$ cat src/rtl/multicycle_ctrl.sv
// rtl/multicycle_ctrl.sv - multicycle FETCH/DECODE/EXEC/MEM/WB control unit with memory handshake and fault trap
module multicycle_ctrl #(
    parameter int OPC_W   = 6,
    parameter int FUNC_W  = 4,
    parameter int CNT_W   = 32,
    parameter int TIMEOUT = 16
) (
    input  logic              Clk,
    input  logic              Reset,
    input  logic [31:0]       Instr,
    input  logic              ALU_zero,
    input  logic              Imem_Ack,
    input  logic              Dmem_Ack,
    output logic              Imem_Req,
    output logic              Dmem_Req,
    output logic              IR_LdEn,
    output logic              PC_sel,
    output logic              PC_LdEn,
    output logic              RF_WrEn,
    output logic              RF_WrData_sel,
    output logic              RF_B_sel,
    output logic              ALU_Bin_sel,
    output logic [FUNC_W-1:0] ALU_func,
    output logic              Mem_WrEn,
    output logic [1:0]        Fault,
    output logic [CNT_W-1:0]  Retired
);

    typedef enum logic [2:0] {
        S_FETCH,
        S_DECODE,
        S_EXEC,
        S_MEM,
        S_WB,
        S_TRAP
    } state_t;

    localparam int WAIT_W  = (TIMEOUT > 1) ? $clog2(TIMEOUT) : 1;
    localparam int TO_LAST = (TIMEOUT > 0) ? TIMEOUT - 1 : 0;

    localparam logic [OPC_W-1:0] OP_R    = OPC_W'(6'b100000);
    localparam logic [OPC_W-1:0] OP_LI   = OPC_W'(6'b111000);
    localparam logic [OPC_W-1:0] OP_ADDI = OPC_W'(6'b110000);
    localparam logic [OPC_W-1:0] OP_B    = OPC_W'(6'b111111);
    localparam logic [OPC_W-1:0] OP_BEQ  = OPC_W'(6'b000000);
    localparam logic [OPC_W-1:0] OP_LW   = OPC_W'(6'b001111);
    localparam logic [OPC_W-1:0] OP_SW   = OPC_W'(6'b011111);

    state_t              state_q, state_d;
    logic [1:0]          fault_q, fault_d;
    logic [WAIT_W-1:0]   wait_q, wait_d;
    logic [CNT_W-1:0]    retired_q;

    logic [OPC_W-1:0]    opcode;
    logic                is_r, is_li, is_addi, is_b, is_beq, is_lw, is_sw, is_legal;
    logic [FUNC_W-1:0]   op_alu_func;
    logic                op_alu_bin;
    logic                timeout_hit;

    logic                imem_req, dmem_req, ir_ld, pc_sel, pc_ld;
    logic                rf_wr, rf_wrdata_sel, rf_b_sel, alu_bin, mem_wr;
    logic [FUNC_W-1:0]   alu_func;

    logic                unused_instr;
    assign unused_instr = ^Instr[31-OPC_W:FUNC_W];

    assign opcode   = Instr[31:32-OPC_W];
    assign is_r     = (opcode == OP_R);
    assign is_li    = (opcode == OP_LI);
    assign is_addi  = (opcode == OP_ADDI);
    assign is_b     = (opcode == OP_B);
    assign is_beq   = (opcode == OP_BEQ);
    assign is_lw    = (opcode == OP_LW);
    assign is_sw    = (opcode == OP_SW);
    assign is_legal = is_r | is_li | is_addi | is_b | is_beq | is_lw | is_sw;

    // ALU setup shared by EXEC and the states that must hold it stable
    always_comb begin
        op_alu_func = '0;
        op_alu_bin  = 1'b0;
        if (is_r) begin
            op_alu_func = Instr[FUNC_W-1:0];
        end else if (is_addi || is_li || is_lw || is_sw) begin
            op_alu_bin  = 1'b1;
        end else if (is_beq) begin
            op_alu_func = FUNC_W'(1);
        end
    end

    // The Ack is checked before the timeout, so an Ack on the last allowed cycle wins
    assign timeout_hit = (TIMEOUT > 0) && (wait_q == WAIT_W'(TO_LAST));

    always_comb begin
        state_d       = state_q;
        fault_d       = fault_q;
        wait_d        = '0;
        imem_req      = 1'b0;
        dmem_req      = 1'b0;
        ir_ld         = 1'b0;
        pc_sel        = 1'b0;
        pc_ld         = 1'b0;
        rf_wr         = 1'b0;
        rf_wrdata_sel = 1'b0;
        rf_b_sel      = 1'b0;
        alu_bin       = 1'b0;
        alu_func      = '0;
        mem_wr        = 1'b0;
        case (state_q)
            S_FETCH: begin
                imem_req = 1'b1;
                if (Imem_Ack) begin
                    ir_ld   = 1'b1;
                    state_d = S_DECODE;
                end else if (timeout_hit) begin
                    fault_d = 2'b10;
                    state_d = S_TRAP;
                end else begin
                    wait_d = wait_q + WAIT_W'(1);
                end
            end
            S_DECODE: begin
                rf_b_sel = is_beq | is_sw;
                if (!is_legal) begin
                    fault_d = 2'b01;
                    state_d = S_TRAP;
                end else begin
                    state_d = S_EXEC;
                end
            end
            S_EXEC: begin
                rf_b_sel = is_beq | is_sw;
                alu_func = op_alu_func;
                alu_bin  = op_alu_bin;
                if (is_beq) begin
                    pc_sel  = ALU_zero;
                    pc_ld   = 1'b1;
                    state_d = S_FETCH;
                end else if (is_b) begin
                    pc_sel  = 1'b1;
                    pc_ld   = 1'b1;
                    state_d = S_FETCH;
                end else if (is_lw || is_sw) begin
                    state_d = S_MEM;
                end else begin
                    state_d = S_WB;
                end
            end
            S_MEM: begin
                dmem_req = 1'b1;
                mem_wr   = is_sw;
                rf_b_sel = is_sw;
                alu_func = op_alu_func;
                alu_bin  = op_alu_bin;
                if (Dmem_Ack) begin
                    if (is_sw) begin
                        pc_ld   = 1'b1;
                        state_d = S_FETCH;
                    end else begin
                        state_d = S_WB;
                    end
                end else if (timeout_hit) begin
                    fault_d = 2'b11;
                    state_d = S_TRAP;
                end else begin
                    wait_d = wait_q + WAIT_W'(1);
                end
            end
            S_WB: begin
                rf_wr         = 1'b1;
                pc_ld         = 1'b1;
                rf_wrdata_sel = is_lw;
                if (!is_lw) begin
                    alu_func = op_alu_func;
                    alu_bin  = op_alu_bin;
                end
                state_d = S_FETCH;
            end
            S_TRAP: begin
                state_d = S_TRAP;
            end
            default: begin
                state_d = S_FETCH;
            end
        endcase
    end

    always_ff @(posedge Clk) begin
        if (!Reset) begin
            state_q   <= S_FETCH;
            fault_q   <= 2'b00;
            wait_q    <= '0;
            retired_q <= '0;
        end else begin
            state_q <= state_d;
            fault_q <= fault_d;
            wait_q  <= wait_d;
            if (pc_ld) begin
                retired_q <= retired_q + CNT_W'(1);
            end
        end
    end

    // Every output is held low for the whole of any cycle in which reset is asserted
    assign Imem_Req      = Reset & imem_req;
    assign Dmem_Req      = Reset & dmem_req;
    assign IR_LdEn       = Reset & ir_ld;
    assign PC_sel        = Reset & pc_sel;
    assign PC_LdEn       = Reset & pc_ld;
    assign RF_WrEn       = Reset & rf_wr;
    assign RF_WrData_sel = Reset & rf_wrdata_sel;
    assign RF_B_sel      = Reset & rf_b_sel;
    assign ALU_Bin_sel   = Reset & alu_bin;
    assign ALU_func      = Reset ? alu_func : '0;
    assign Mem_WrEn      = Reset & mem_wr;
    assign Fault         = Reset ? fault_q : 2'b00;
    assign Retired       = Reset ? retired_q : '0;

endmodule

$ cat config.mk
export PLATFORM = sky130hd
export DESIGN_NAME = multicycle_ctrl
export DESIGN_NICKNAME = d
export VERILOG_FILES = /design/src/rtl/multicycle_ctrl.sv
export SDC_FILE = /design/constraint.sdc
export NUM_CORES = 1
export LEC_CHECK = 0
export CAP_MARGIN = 5
export CORE_ASPECT_RATIO = 1.2
export CORE_MARGIN = 2
export CORE_UTILIZATION = 35
export DETAILED_ROUTE_END_ITERATION = 8
export PLACE_DENSITY = 0.66
export SLEW_MARGIN = 40
export SYNTH_ARGS = -nofsm -noshare
export SYNTH_HDL_FRONTEND = slang
export SYNTH_SLANG_ARGS = --single-unit
$ cat constraint.sdc
create_clock -name Clk -period 2.3 [get_ports Clk]
set_input_delay 0.46 -clock Clk [delete_from_list [all_inputs] [get_ports Clk]]
set_output_delay 0.46 -clock Clk [all_outputs]
set_load 0.03 [all_outputs]
### Yosys cells after proc, flatten, opt, wreduce, memory -nomap -nowiden

Cells that the tools add are included.

| cells by class | value |
|---|---|
| add/sub/neg operators | 2 |
| $mul | 0 |
| divide/modulo/power cells | 0 |
| order comparisons | 0 |
| eq/ne operators | 17 |
| shift operators | 0 |
| multiplexer cells | 46 |
| bitwise operators | 17 |
| reductions and logical operators | 10 |

Operators with widths:

| operator | count |
|---|---|
| 32-bit by 1-bit adder with 32-bit output, second input constant | 1 |
| 32-bit 2-to-1 mux | 1 |
| 6-bit == test, second input constant | 4 |
| 3-bit 2-to-1 mux | 8 |
| 4-bit 2-to-1 mux | 6 |
| 1-bit 2-to-1 mux | 18 |
| 4-bit case mux with 2 select lines | 2 |
| 3-bit case mux with 5 select lines | 1 |
| 2-bit 2-to-1 mux | 6 |
| 1-bit bitwise AND | 10 |
| 2-bit inequality test, second input constant | 5 |
| 1-bit OR | 7 |
| 3-bit by 2-bit == test with 1-bit output, second input constant | 2 |
| 3-bit == test, second input constant | 2 |
| 6-bit by 4-bit == test with 1-bit output, second input constant | 1 |
| 6-bit by 5-bit == test with 1-bit output, second input constant | 1 |
| 6-bit logical NOT | 1 |
| 2-bit case mux with 3 select lines | 1 |
| 6-bit AND reduction | 1 |
| 4-bit by 1-bit adder with 4-bit output, second input constant | 1 |
| 4-bit == test, second input constant | 1 |
| 1-bit logical OR | 4 |
| 1-bit case mux with 2 select lines | 2 |
| 2-bit OR reduction | 2 |
| other kinds (4) | 4 |

| word-level totals | value |
|---|---|
| register bits | 41 |
| bits in latches | 0 |
| memory bits (writable) | 0 |
| bits in read-only memories | 0 |
| bits of input ports | 37 |
| output and inout bits | 48 |
| logic and storage cells | 96 |
| memories kept | 0 |

### Logic depth before layout (Yosys ltp)

| logic depth | value |
|---|---|
| word-level depth | 9 |
| gate-level depth with buffers | 8 |
| depth with buffers taken out | 6 |

### Worst setup path before layout

No wires, ideal clock.

| timing path | value |
|---|---|
| path type | register to output |
| start point | register state_q[0] |
| end point | output RF_WrData_sel |
| data arrival time | 2.231 ns |
| data required time | 1.840 ns |
| path slack | -0.391 ns |
| cell stages (with the launch flop) | 5 |
| path buffers | 1 |
| cell sequence | dfxtp_1 > clkbuf_1 > nand2b_1 > nor3_1 > nor3b_1 |

| between the ends | value |
|---|---|
| longest elaborated chain between the ends | 3 |

Ends and longest elaborated chain:

| what | line | RTL |
|---|---|---|
| from (decl) | 49 | `state_t state_q, state_d;` |
| from (signal assigned) | 194 | `state_q <= state_d;` |
| 3-bit == test | 108 | `case (state_q)` |
| 1-bit 2-to-1 mux | 108 |  |
| 1-bit bitwise AND | 210 | `assign RF_WrData_sel = Reset & rf_wrdata_sel;` |
| to (decl) | 20 | `output logic RF_WrData_sel,` |

No other way between the ends.

### Worst setup path in the final report

| timing path | value |
|---|---|
| start point | input Instr[28] |
| end point | output RF_B_sel |

| between the ends | value |
|---|---|
| longest elaborated chain between the ends | 4 |
| elaborated cells on any way between the ends | 5 |
| classes of those cells | eq/ne (1); mux (1); bitwise (2); reduce/logical (1) |

Ends and longest elaborated chain:

| what | line | RTL |
|---|---|---|
| from (decl) | 10 | `input logic [31:0] Instr,` |
| 6-bit by 5-bit == test with 1-bit output / 6-bit logical NOT (equally long branches) | 74, 72 |  |
| 1-bit OR | 122, 131 |  |
| 1-bit case mux with 2 select lines * | 108 |  |
| 1-bit bitwise AND * | 211 | `assign RF_B_sel = Reset & rf_b_sel;` |
| to (decl) | 21 | `output logic RF_B_sel,` |

Mark *: on every way between the ends. The rest lies on a longest branch, timed or not.

==> results by group <==
Setup path
  – Setup crit end kind: primary output
  – Worst EP arrival: 1.84 ns
  – FF-to-FF path depth: 7
  – Crit-path cells: buf_8 -> or3_4 -> nor4_4 -> buf_4 -> buf_6 -> a21oi_2 -> nor3_2 -> buf_4
  – Critical path class: input pin to primary output
  – R2r setup slk: 0.29 ns
  – Critical Path Fanout Max: 3
  – CP top delay family: simple AND/OR/NAND/NOR gates
  – Critical Path RT: 1.84 ns
  – Crit path top cell by count: buf_4
  – FF-to-FF Start: state_q[2]$_SDFF_PN0_
  – Startpoint class of the critical path: input pin
  – CP max-delay cell: or3_4
  – WP buf/inv: 4
  – Critical Path Max Stage Delay: 0.40 ns
  – Reg2reg end: retired_q[25]$_SDFFE_PN0P_

Placement
  – Placed Cells: 511
  – DP Area: 3490 µm²
  – DP Worst Slack: -0.445 ns
  – GP Congestion: 0.822
  – HPWL after DPL: 5550 µm
  – Port Buffers: 62

Pwr
  – PwrDens: 419 nW/µm²
  – Peak VDD IR: 0.289 mV
  – Total leakage power: 1.45 nW
  – Overall power: 1.56 mW

Cells and area
  – Commonest non-fill, non-tap cells in the layout: buf_4 (96), dfxtp_1 (41), nor2_1 (38), and2_1 (35), a21oi_1 (23)
  – Multi-input gate area: 1740 µm²
  – Fillcell total: 734
  – Final instance area: 3720 µm²
  – Layout cell share with drive strength beyond 1: 32.3%
  – Post-layout util: 51.4%
  – Final net count: 474
  – Register area: 821 µm²
  – Most common cell after layout, fill and taps aside: buf_4
  – Area added between synthesis and finish: 42.0%
  – Non-filler cells, final: 526
  – N_diodes: 0

Die
  – Die X: 82.9 µm
  – Die ar.: 8190 µm²
  – Initial Util: 36.2%
  – Io pins: 85
  – Row count: 34
  – Core Area: 7230 µm²
  – Die height: 98.7 µm

Clocking
  – Clk Latency, worst-skew pair: 0.29 ns
  – Clk slew on worst S/H paths: 0.07 ns
  – Clk sinks: 41
  – CTS buffer count: 5
  – Clock H-tree levels: 2
  – Clock buffer depth: 2
  – CTS tree: done
  – Root Driver: clkbuf_8

Yosys
  – Mux contribution to synthesized area: 1.29%
  – Synthesized instance count: 336
  – Synth warn: 0
  – Synth Area in XOR/XNOR: 6.02%
  – Yosys reg bits: 41
  – Primary FF master, synth: dfxtp_1
  – Syn nets: 375
  – Synthesized area: 2620 µm²
  – Sequential area share after synthesis: 31.4%
  – Simple-Gate Fraction of Synth Area: 36.1%
  – Compound-cell area share of the yosys netlist: 19.7%
  – Post-synth EDFFs: 0
  – Mean Syn Cell Area: 7.79 µm²
  – Async set or reset register ratio after synthesis: 0%
  – Post-Synth Adder-Cell Area: 0.956%
  – Cell variety after synth: 53
  – Main combinational cell family by area after synthesis: simple AND/OR/NAND/NOR gates

Timing
  – FMAX: 0.435 GHz
  – Tcrit/Tclk final: 99.9%
  – Clock skew: 0.00658 ns
  – Max_slew headroom: 67.7%
  – Hold Fails Final Rpt: 0
  – Crit path time final: 2.30 ns
  – Hold_ws: 0.450 ns
  – RSZ-0062 raised after global routing: true
  – Final Max Slew Viols: 0
  – Slew @ Worst Pin: 0.480 ns
  – Setup_tns: 0 ns
  – Final setup fails: 0
  – Setup WS post-layout: 0.00237 ns

Status
  – Outcome: finished, final reports clean

Detailed routing
  – Vias per std cell: 5.34
  – Detailed Route Iter0 Violations: 82
  – DR DRC count: 0
  – DR WL/cell: 13.8 µm
  – Pre-antenna DRT Iters: 4
  – Total Wirelength: 7270 µm
  – Vias: 2807
  – ANT nets after route: 0

Hold path
  – Worst Hold Class: flip-flop to flip-flop
  – Hold Path Cell Cnt: 2
  – Hold EP: fault_q[1]$_SDFFE_PN0P_
  – Hold Path Origin: fault_q[1]$_SDFFE_PN0P_

Global route
  – Met3 Resource Use GR: 3.52%
  – Global Route met2 Usage: 32.4%
  – Total GRT Usage: 17.8%
  – First-pass GRT wire length: 12300 µm
  – Initial antenna violation count: 0
  – Pin count of the biggest net entering global routing: 21
  – Vias in the first global route: 2689
  – GR peak layer: met2
  – Met1 Usage GRT: 21.3%
  – GR Overflow Total: 0

Run
  – Max-cap violation count: 0
==> synthesized netlist by cell type, drive strengths merged, types with 5 or more instances <==
library cell	count	area (µm²)
or3	10	67.6
nand2b	5	31.3
nor3	14	70.1
and2	35	219
o21ai	18	90.1
xor2	6	52.6
and3	7	43.8
nor2	40	150
nand2	22	82.6
nand3	17	85.1
buf	10	55.1
xnor2	12	105
nand4	10	68.8
dfxtp	41	821
a2111oi	5	87.6
inv	5	18.8
a21oi	24	120
clkbuf	12	45.0
==> timing repair <==
item / in CTS / in global routing
endpoints found under the setup margin: 23 / 10
resized for setup: 31 / 5
buffers inserted: 7 / 0
hold buffers: 0 / 0
pin swaps: 11 / 3
==> final cells by class <==
cell class,count,share of cell area [%]
clock buffer,7,2.32
multi-input combinational,268,46.9
timing repair buffer,114,24.4
inverter,5,0.505
sequential,41,22.1
tap,90,3.03
clock inverter,1,0.808
==> per-layer routing <==
metal,routed length (µm),part of all wire (%)
met5,0,0
met4,127,1.7
met3,350,4.8
met2,3660,50
met1,3130,43
==> worst register-to-register path: stages, from the launching register on <==
cell and delay [ns]:
dfxtp_1 0.31, buf_4 0.16, nand2b_1 0.21, nor2_1 0.19
o21ai_1 0.19, a211oi_1 0.30, and3_1 0.22, mux2_2 0.32
==> worst max path at each step <==
stage / endpoint / cells past startpoint / start
finish: RF_B_sel / 8 / Instr[28]
global placement: ALU_func[3] / 9 / Instr[27]
CTS: RF_B_sel / 8 / Instr[28]
floorplan: IR_LdEn / 4 / state_q[0]$_SDFF_PN0_
detailed placement: ALU_func[2] / 9 / Instr[28]
global route: RF_B_sel / 8 / Instr[28]
==> cell families after synthesis <==
logic type	count (synthesis)
DFF	41
adders and majority gates	2
and+or+nand+nor	174
buffers and inverters	27
xor gates and xnor gates	18
muxes	3
AOI/OAI and AO/OA	71
==> power by group <==
group	total, mW	switching, mW	internal, mW
logic	0.228	0.123	0.105
clock network	0.600	0.246	0.354
registers	0.728	0.00774	0.720
total	1.56	0.377	1.18
==> registers in the layout, summed over array words and instances, names as in the netlist <==
signal and cells:
state_q 3, fault_q 2, wait_q 4, retired_q 32
No activity file was read; power rests on OpenSTA's default activity.
